`src/rtl/card_dealer_pkg.sv`:
```
// ---------------------------------------------------------------------------
// card_dealer_pkg
//
// Purpose:
//   Shared definitions for the card dealer and the blackjack game FSM that
//   consumes its cards. Holds the dealer state encoding, the LFSR constants,
//   the card word width and the rank-to-blackjack-value mapping.
//
// Contents:
//   CARD_W, IDX_W      card value width and deck index width
//   LFSR_TAPS          Galois feedback taps of the shuffle LFSR
//   DEFAULT_SEED       seed used whenever a seed of zero is requested
//   card_t             card value type shared with the game FSM
//   dealer_state_e     FILL / SHUFFLE / READY / DEAL
//   rank_value()       rank 0..12 -> blackjack value 1..10
// ---------------------------------------------------------------------------
package card_dealer_pkg;

    localparam int CARD_W = 4;
    localparam int IDX_W  = 6;

    localparam logic [15:0] LFSR_TAPS    = 16'hB400;
    localparam logic [15:0] DEFAULT_SEED = 16'hACE1;

    // Highest rank index in a suit (ace=0 .. king=12).
    localparam logic [3:0] LAST_RANK = 4'd12;

    // The game FSM declares its card inputs with this type so both sides
    // agree on the width of a dealt value.
    typedef logic [CARD_W-1:0] card_t;

    typedef enum logic [1:0] {
        ST_FILL    = 2'd0,
        ST_SHUFFLE = 2'd1,
        ST_READY   = 2'd2,
        ST_DEAL    = 2'd3
    } dealer_state_e;

    // Ace counts as 1, two..ten count face value, jack/queen/king count 10.
    function automatic card_t rank_value(input logic [3:0] rank);
        card_t value;
        if (rank == 4'd0) begin
            value = card_t'(1);
        end else if (rank <= 4'd9) begin
            value = rank + 4'd1;
        end else begin
            value = card_t'(10);
        end
        return value;
    endfunction

endpackage

```
`src/rtl/card_dealer_lfsr16.sv`:
```
// ---------------------------------------------------------------------------
// lfsr16
//
// Purpose:
//   16-bit Galois LFSR, right-shifting. When the bit shifted out is 1 the
//   register is XORed with TAPS. Intended as a general random source, not
//   only for the card dealer.
//
// Ports:
//   clock         system clock, rising edge
//   reset         asynchronous, active-low reset (loads RESET_VALUE)
//   en_i          advance one step this cycle
//   load_i        load load_value_i this cycle (wins over en_i)
//   load_value_i  value loaded when load_i is high
//   state_o       current LFSR contents
// ---------------------------------------------------------------------------
module lfsr16
    import card_dealer_pkg::*;
#(
    parameter logic [15:0] RESET_VALUE = DEFAULT_SEED,
    parameter logic [15:0] TAPS        = LFSR_TAPS
) (
    input  logic        clock,
    input  logic        reset,
    input  logic        en_i,
    input  logic        load_i,
    input  logic [15:0] load_value_i,
    output logic [15:0] state_o
);

    logic [15:0] state_q;
    logic [15:0] state_d;

    // A load overrides stepping so a reseed takes effect on a known cycle.
    always_comb begin
        state_d = state_q;
        if (load_i) begin
            state_d = load_value_i;
        end else if (en_i) begin
            state_d = {1'b0, state_q[15:1]} ^ (state_q[0] ? TAPS : 16'h0000);
        end
    end

    always_ff @(posedge clock or negedge reset) begin
        if (!reset) begin
            state_q <= RESET_VALUE;
        end else begin
            state_q <= state_d;
        end
    end

    assign state_o = state_q;

endmodule

```
`src/rtl/card_dealer.sv`:
```
// ---------------------------------------------------------------------------
// card_dealer
//
// Purpose:
//   Card source for the blackjack game FSM. Holds one deck of DECK_SIZE
//   cards, fills it in rank order, shuffles it in place with an LFSR-driven
//   Fisher-Yates pass (rejection sampling for out-of-range candidates), then
//   deals one blackjack value per request. The deck is rebuilt after reset,
//   on a shuffle pulse and automatically once the last card has been dealt.
//
// Parameters:
//   SEED       LFSR seed loaded at reset (0 is replaced by DEFAULT_SEED)
//   DECK_SIZE  cards per deck, a multiple of 13 and at most 63
//
// Ports:
//   clock       system clock, rising edge
//   reset       asynchronous, active-low reset
//   card_req    level request, held by the requester until card_valid
//   shuffle     one-cycle pulse: refill and reshuffle the deck
//   card_value  last dealt value (1=ace, 2..10), 0 after reset
//   card_valid  one-cycle pulse marking a freshly dealt card_value
//   ready       deck shuffled and a request can be accepted
//   cards_left  undealt cards remaining
//   busy        fill or shuffle in progress
//
// Optional build macro CARD_DEALER_SEED_EN:
//   Adds inputs seed[15:0] and seed_load. A seed_load pulse loads the LFSR
//   with seed (0 replaced by the effective SEED) and restarts the deck like
//   shuffle, so a deal order can be reproduced. Without the macro the LFSR
//   is only seeded at reset.
// ---------------------------------------------------------------------------
module card_dealer
    import card_dealer_pkg::*;
#(
    parameter logic [15:0] SEED      = 16'hACE1,
    parameter int          DECK_SIZE = 52
) (
    input  logic              clock,
    input  logic              reset,
    input  logic              card_req,
    input  logic              shuffle,
`ifdef CARD_DEALER_SEED_EN
    input  logic [15:0]       seed,
    input  logic              seed_load,
`endif
    output logic [CARD_W-1:0] card_value,
    output logic              card_valid,
    output logic              ready,
    output logic [IDX_W-1:0]  cards_left,
    output logic              busy
);

    localparam logic [15:0]      SEED_EFF   = (SEED == 16'h0000) ? DEFAULT_SEED : SEED;
    localparam logic [IDX_W-1:0] LAST_IDX   = IDX_W'(DECK_SIZE - 1);
    localparam logic [IDX_W-1:0] FULL_COUNT = IDX_W'(DECK_SIZE);
    localparam logic [IDX_W-1:0] IDX_ONE    = IDX_W'(1);

    dealer_state_e    state_q;
    dealer_state_e    state_d;

    card_t            deck_q [DECK_SIZE];

    // Write index during FILL, Fisher-Yates index i during SHUFFLE.
    logic [IDX_W-1:0] idx_q;
    logic [IDX_W-1:0] idx_d;
    logic [3:0]       rank_q;
    logic [3:0]       rank_d;
    logic [IDX_W-1:0] left_q;
    logic [IDX_W-1:0] left_d;
    card_t            value_q;
    card_t            value_d;
    logic             valid_q;
    logic             valid_d;

    logic             fill_we;
    logic             swap_en;
    logic             restart;

    logic [15:0]      lfsr_state;
    logic             lfsr_load;
    logic [15:0]      lfsr_load_value;
    logic [IDX_W-1:0] cand_j;
    logic             unused_lfsr_bits;

    // -----------------------------------------------------------------------
    // Random source. It steps every cycle regardless of state, so each
    // reshuffle starts from a different point and successive decks differ.
    // -----------------------------------------------------------------------
`ifdef CARD_DEALER_SEED_EN
    assign lfsr_load       = seed_load;
    assign lfsr_load_value = (seed == 16'h0000) ? SEED_EFF : seed;
    assign restart         = shuffle | seed_load;
`else
    assign lfsr_load       = 1'b0;
    assign lfsr_load_value = SEED_EFF;
    assign restart         = shuffle;
`endif

    lfsr16 #(
        .RESET_VALUE (SEED_EFF),
        .TAPS        (LFSR_TAPS)
    ) u_lfsr (
        .clock        (clock),
        .reset        (reset),
        .en_i         (1'b1),
        .load_i       (lfsr_load),
        .load_value_i (lfsr_load_value),
        .state_o      (lfsr_state)
    );

    // Only the low bits form the swap candidate; 6 bits covers any legal deck.
    assign cand_j           = lfsr_state[IDX_W-1:0];
    assign unused_lfsr_bits = ^lfsr_state[15:IDX_W];

    // -----------------------------------------------------------------------
    // Next-state and datapath control. A restart request (shuffle or seed
    // load) overrides everything, including a request accepted in the same
    // cycle, which is therefore dropped without a card_valid.
    // -----------------------------------------------------------------------
    always_comb begin
        state_d = state_q;
        idx_d   = idx_q;
        rank_d  = rank_q;
        left_d  = left_q;
        value_d = value_q;
        valid_d = 1'b0;
        fill_we = 1'b0;
        swap_en = 1'b0;

        if (restart) begin
            state_d = ST_FILL;
            idx_d   = '0;
            rank_d  = '0;
            left_d  = '0;
        end else begin
            case (state_q)
                ST_FILL: begin
                    fill_we = 1'b1;
                    if (idx_q == LAST_IDX) begin
                        idx_d   = LAST_IDX;
                        rank_d  = '0;
                        state_d = ST_SHUFFLE;
                    end else begin
                        idx_d  = idx_q + IDX_ONE;
                        rank_d = (rank_q == LAST_RANK) ? 4'd0 : rank_q + 4'd1;
                    end
                end

                // Candidates above i are rejected rather than reduced modulo
                // i+1, which keeps every permutation equally likely.
                ST_SHUFFLE: begin
                    if (cand_j <= idx_q) begin
                        swap_en = 1'b1;
                        idx_d   = idx_q - IDX_ONE;
                        if (idx_q == IDX_ONE) begin
                            left_d  = FULL_COUNT;
                            state_d = ST_READY;
                        end
                    end
                end

                // Cards are dealt from the top of the shuffled array down.
                ST_READY: begin
                    if (card_req) begin
                        value_d = deck_q[left_q - IDX_ONE];
                        valid_d = 1'b1;
                        left_d  = left_q - IDX_ONE;
                        state_d = ST_DEAL;
                    end
                end

                // One cycle with ready low, so a held request yields one card.
                ST_DEAL: begin
                    if (left_q == '0) begin
                        idx_d   = '0;
                        rank_d  = '0;
                        state_d = ST_FILL;
                    end else begin
                        state_d = ST_READY;
                    end
                end

                default: begin
                    idx_d   = '0;
                    rank_d  = '0;
                    left_d  = '0;
                    state_d = ST_FILL;
                end
            endcase
        end
    end

    // -----------------------------------------------------------------------
    // Control registers. Reset lands directly in FILL, so the first clock
    // after release writes the first deck entry.
    // -----------------------------------------------------------------------
    always_ff @(posedge clock or negedge reset) begin
        if (!reset) begin
            state_q <= ST_FILL;
            idx_q   <= '0;
            rank_q  <= '0;
            left_q  <= '0;
            value_q <= '0;
            valid_q <= 1'b0;
        end else begin
            state_q <= state_d;
            idx_q   <= idx_d;
            rank_q  <= rank_d;
            left_q  <= left_d;
            value_q <= value_d;
            valid_q <= valid_d;
        end
    end

    // -----------------------------------------------------------------------
    // Deck storage. When j equals i both writes carry the same value, so
    // the degenerate swap is harmless.
    // -----------------------------------------------------------------------
    always_ff @(posedge clock or negedge reset) begin
        if (!reset) begin
            for (int k = 0; k < DECK_SIZE; k++) begin
                deck_q[k] <= '0;
            end
        end else if (fill_we) begin
            deck_q[idx_q] <= rank_value(rank_q);
        end else if (swap_en) begin
            deck_q[idx_q]  <= deck_q[cand_j];
            deck_q[cand_j] <= deck_q[idx_q];
        end
    end

    assign card_value = value_q;
    assign card_valid = valid_q;
    assign cards_left = left_q;
    assign ready      = (state_q == ST_READY);
    assign busy       = (state_q == ST_FILL) || (state_q == ST_SHUFFLE);

endmodule
```
`config.mk`:
```
export PLATFORM = sky130hd
export DESIGN_NAME = card_dealer
export DESIGN_NICKNAME = d
export VERILOG_FILES = /design/src/rtl/card_dealer_pkg.sv /design/src/rtl/card_dealer_lfsr16.sv /design/src/rtl/card_dealer.sv
export SDC_FILE = /design/constraint.sdc
export NUM_CORES = 1
export LEC_CHECK = 0
export CAP_MARGIN = 20
export CORE_UTILIZATION = 40
export DETAILED_ROUTE_END_ITERATION = 7
export PLACE_DENSITY_LB_ADDON = 0.08
export SLEW_MARGIN = 20
export SYNTH_ARGS = -nofsm -noshare
export SYNTH_HDL_FRONTEND = slang
export SYNTH_SLANG_ARGS = --single-unit
```
`constraint.sdc`:
```
create_clock -name clock -period 4.4 [get_ports clock]
set_input_delay 1.32 -clock clock [delete_from_list [all_inputs] [get_ports clock]]
set_output_delay 1.32 -clock clock [all_outputs]
set_load 0.01 [all_outputs]
```
Yosys cells after proc, flatten, opt, wreduce, memory -nomap -nowiden

Index checks and enable logic that the tools add are counted.

$add $sub $neg: 4
Order comparisons: 7
Equality and inequality tests: 11
Bitwise gates (word level): 5
Multiplexer cells: 52
Reductions and logical operators: 15

Operators by type and width:

| operator              | number |
|---|---|
| $bwmux W208           | 3 |
| $mux W208             | 2 |
| $bmux W4 S6           | 3 |
| $mux W4               | 15 |
| $demux W4 S6          | 2 |
| $mux W6               | 8 |
| $ge A7 B7 Y1 const B  | 3 |
| $not A6 Y7            | 3 |
| $pmux W6 S3           | 1 |
| $mux W16              | 1 |
| $xor A15 B16 Y16      | 1 |
| $ne A3 B3 Y1 const B  | 5 |
| $lt A7 B1 Y1 const B  | 2 |
| $mux W2               | 6 |
| $pmux W6 S2           | 1 |
| $sub A6 B1 Y6 const B | 2 |
| $mux W1               | 8 |
| $pmux W2 S4           | 1 |
| $pmux W4 S2           | 1 |
| $reduce_and A4 Y1     | 2 |
| $add A6 B1 Y6 const B | 1 |
| $eq A6 B1 Y1 const B  | 1 |
| $eq A6 B6 Y1 const B  | 1 |
| $le A6 B6 Y1          | 1 |
| other kinds (16)      | 20 |

Input port bits: 4
Output and inout port bits: 13
Word-level logic and storage cells: 153
Flip-flop bits (word level): 247

Logic depth before layout (Yosys ltp)

Gate-level depths: netlist of the first run.

Word-level depth: 9
Mapped depth: 13
Gate-level depth less buffers: 9

Hierarchy

A second synthesis of the first run with hierarchy kept.

Cell total of the unflattened synthesis: 2262
Area, all modules: 20151.8 sq um

By module, submodules not included:

| module      | cells each | times used | area an instance (sq um) |
|---|---|---|---|
| card_dealer | 2188       | 1          | 19347.3 |
| lfsr16      | 74         | 1          | 804.5 |

Worst setup path before layout of the first run

No wires, ideal clock.

Path kind: flip-flop to flip-flop
From: register left_q[0] (netlist: cards_left[0])
To: register value_q[0] (netlist: card_value[0])
Cell stages (with the launch flop): 12
Arrival time: 3.214 ns
Slack: 1.065 ns
Cell sequence: dfrtp_1 buf_2 buf_1 inv_1 ha_1 clkbuf_1 clkbuf_1 mux4_2 mux4_2 mux2i_1 nand2_1 a22o_1

Word-level cells in the longest chain between the ends: 5

RTL lines:

| element                                    | RTL line           | RTL |
|---|---|---|
| start, declared                            | card_dealer.sv:68  | `logic [IDX_W-1:0] left_q;` |
| start signal, assigned                     | card_dealer.sv:209 | `left_q <= left_d;` |
| $sub A6 B1 Y6                              | card_dealer.sv:165 | `value_d = deck_q[left_q - IDX_ONE];` |
| $not A6 Y7 (implied by the code)           | card_dealer.sv:165 |  |
| $bmux W4 S6                                | card_dealer.sv:165 |  |
| $mux W4 (implied by the code) (2 in a row) | card_dealer.sv:165 |  |
| end signal, assigned                       | card_dealer.sv:210 | `value_q <= value_d;` |
| end, declared                              | card_dealer.sv:70  | `card_t value_q;` |

No other way between the ends. The select of a mux whose other input is x is not followed.
A chain may end at the register's enable or synchronous reset.

Final worst setup path of the first run

From: register idx_q[2]
To: register deck_q[118] in the netlist's numbering

Word-level cells in the longest chain between the ends: 9

RTL lines:

| element                                                            | RTL line                                                   | RTL |
|---|---|---|
| start, declared                                                    | card_dealer.sv:64                                          | `logic [IDX_W-1:0] idx_q;` |
| start signal, assigned                                             | card_dealer.sv:207                                         | `idx_q <= idx_d;` |
| $not A6 Y7 (implied by the code)                                   | card_dealer.sv:225, card_dealer.sv:227, card_dealer.sv:228 |  |
| $ge A7 B7 Y1 (implied by the code) or $lt A7 B1 Y1 (tied branches) | card_dealer.sv:225, card_dealer.sv:227                     |  |
| $logic_and A1 B1 Y1 (implied by the code)                          | card_dealer.sv:225, card_dealer.sv:227                     |  |
| $mux W4 (implied by the code)                                      | card_dealer.sv:225, card_dealer.sv:227                     |  |
| $demux W4 S6                                                       | card_dealer.sv:225, card_dealer.sv:227                     |  |
| $bwmux W208                                                        | card_dealer.sv:227                                         | `deck_q[idx_q] <= deck_q[cand_j];` |
| $bwmux W208                                                        | card_dealer.sv:228                                         | `deck_q[cand_j] <= deck_q[idx_q];` |
| $mux W208                                                          | card_dealer.sv:226                                         | `end else if (swap_en) begin` |
| $mux W208                                                          | card_dealer.sv:224                                         | `end else if (fill_we) begin` |
| end signal, assigned by index                                      | card_dealer.sv:225                                         | `deck_q[idx_q] <= rank_value(rank_q);` |
| end signal, assigned by index                                      | card_dealer.sv:227                                         |  |
| end signal, assigned by index                                      | card_dealer.sv:228                                         |  |
| end, declared                                                      | card_dealer.sv:61                                          | `card_t deck_q [DECK_SIZE];` |

Several ways; a longest one is shown, not always the timed one. The select of a mux whose other input is x is not followed.

==> reports/qor.csv, run 1 <==
metric,value,unit
dp_cells,2633,
io_pins,17,
grt_usage,37.21,%
grt_pass1_wl,135.9,mm
clkSlewWorstSetupHoldPaths,60,ps
fin_cells,2691,
end_kind,register,
drive_gt1_share,16.81,%
ir_worst_vdd,292.0,uV
grt-ovfl-total,0,
crit_chain,"clkinvlp_4, ha_1, and4_1, o21a_1, o31ai_1, buf_4, o21ai_4, buf_12, a21oi_1, o221ai_1, o22a_1",
placement.io_buffers,16,
p_total,7.288,mW
final_core_util,45.24,%
syn_nets,2096,
detail_route.wl_per_cell,34.76,um
fmax,0.2374,GHz
cts_inserted_buffers,31,
n_antenna_cell,0,
syn_area_per_cell,9.323,um2
clock_skew,22.32,ps
cp.arrival,4690,ps
cp-start-kind,register,
ys_types,81,
tns,0,ps
vias_per_cell,7.522,
rsz0062_at_grt,no,
post-dp-hpwl,61.67,mm
route.vias.total,20240,
core,47750,um2
htreeDepth,1,
cp_slowest_cell,dfrtp_2,
setup_violations,0,
cts_setup_buffers,0,
first_pass_iters,8,
die_x,222.1,um
critical_path.max_stage_delay,850,ps
fp.dieH,222.1,um
grt_pass1_vias,19180,
yosys_warnings,0,
place_congestion,1.009,
status,"complete, no violations",
leakagePower,7.478,nW
p_per_area,337.4,nW/um2
antenna_found_initial,0,
cts_root_buf,clkbuf_16,
initial_core_util,40.57,%
netlist_instances,2078,
area_growth,11.50,%
tightest_slew,1099,ps
drtIter0Drc,2972,
hp-class,reg -> reg,
num_rows,80,
max_slew_margin,26.49,%
detail-route-antenna-nets,0,
ys.flop_type,dfrtp_1,
crit_required,4880,ps
dieArea,49320,um2
drc_errors,0,
whs,352.5,ps
wl,93.54,mm
synth_edf_count,0,
finalHoldViolCount,0,
cts_sinks,247,
ys_seq_elements,247,
cap_violations,0,
slew_violations,0,
cts_buffer_depth,3,
final_net_count,2069,
min_period_over_period,95.73,%
critPathKind,reg -> reg,
ys_seq_area_share,31.96,%
cts_tree,done,
synthesis.area,19370,um2
grt_max_degree,86,
finalCriticalPeriod,4212,ps
async_reset_ff_share,100.0,%
crit_fanout,54,
clk_latency,620,ps
repair_timing:
action / in CTS / in global routing
resized for setup: 0 / 1
endpoints found under the hold margin: 0 / 0
endpoints found under the setup margin: 0 / 134
hold buffers: 0 / 0
cell usage in the layout (no fill, tap or decap), types with 46 or more instances in the layout:
cell and count:
dfrtp_1 233, mux2i_1 49, nand3_1 57, a21oi_1 156
buf_4 100, o221ai_1 197, o22a_1 208, nor2_1 205
nand2_1 266, a22oi_1 46, mux4_2 95
where the power goes:
part	internal (mW)	leakage (nW)	switching, mW
registers	2.43	3.34	0.288
clock network	1.67	0.527	1.13
logic	0.540	3.61	1.24
total	4.63	7.48	2.65
sequential cells by signal, summed over array words and instances, names as in the netlist:
| name | count |
|---|---|
| deck_q | 208 |
| card_value | 4 |
| u_lfsr.state_o | 16 |
| card_valid | 1 |
| cards_left | 6 |
| idx_q | 6 |
| state_q | 2 |
| rank_q | 4 |
synth_stat cells (all sizes together), types with 8 or more instances:
cell,n,area share [%]
nor2,209,4.1
nor2b,9,0.29
nand2,266,5.2
o22a,209,9.4
and3,16,0.52
a22o,8,0.36
a22oi,47,1.8
mux2i,49,2.5
and3b,14,0.63
a21oi,156,4.0
inv,16,0.31
buf,98,3.2
nand2b,24,0.78
clkbuf,91,1.8
a31oi,23,0.74
a221oi,13,0.59
o21ai,42,1.1
nor3,17,0.47
nor3b,9,0.40
o221ai,207,9.7
dfrtp,239,31
nand3b,10,0.39
ha,14,0.90
mux4,97,11
dfstp,8,1.1
mux2,25,1.5
nand3,57,1.5
critical path, delay by kind of cell (launching register included):
kind            cells  cell delay, ps
buf+inv             3            1080
simple gates        1             160
fa+ha+maj           1             450
compound gates      6            1470
flops               1             850
cell families after synthesis:
logic type / after synthesis / share of synthesized area, %
flip-flops: 247 / 31.96
AO/OA/AOI/OAI: 769 / 30.59
adder cells (fa/ha/maj): 14 / 0.9042
multiplexers: 171 / 15.30
buffers and inverters: 208 / 5.335
XOR/XNOR: 9 / 0.4069
AND/OR/NAND/NOR: 660 / 15.50
path summary, 6_finish.rpt:
check,startpoint,endpoint,slack (ps),depth (start not counted)
min in group asynchronous,reset,rank_q[2],710,1
hold / removal,u_lfsr.state_o[9],u_lfsr.state_o[8],350,0
hold reg to reg,u_lfsr.state_o[9],u_lfsr.state_o[8],350,0
setup reg to reg,idx_q[2],deck_q[118],190,11
setup / recovery,idx_q[2],deck_q[118],190,11
max in group asynchronous,reset,deck_q[124],2800,2
stage by stage:
| step | setup slack, ps | instance area [um2] |
|---|---|---|
| 3_5_place_dp | 86.86 | 20510 |
| 4_1_cts | 62.63 | 21600 |
| 6_report | 188.0 | 21600 |
| 5_1_grt | 88.54 | 21600 |
| 2_1_floorplan | 1065 | 19370 |
| 3_3_place_gp | 127.6 | 20510 |
metal layers:
metal	wire (um)	global-route usage [%]
met2	40310	55.98
met5	0	0
met3	10640	8.627
met4	6327	21.37
met1	36260	48.99
area by class of cell:
class / count / area (um2)
Tap cell: 615 / 769.5
Clock buffer: 41 / 863.3
Multi-Input combinational cell: 1623 / 12290
Fill cell: 4578 / 26150
Inverter: 19 / 75.07
Timing Repair Buffer: 129 / 1176
Clock inverter: 17 / 224.0
Sequential cell: 247 / 6206
Note: power is estimated with default switching activity, not from simulation.
==> inputs of run 2 (changes only) <==
HOLD_SLACK_MARGIN = 0.08   (was default)
==> results of run 2 <==
The final DEF is identical to that of run 1; final timing and power are the same.
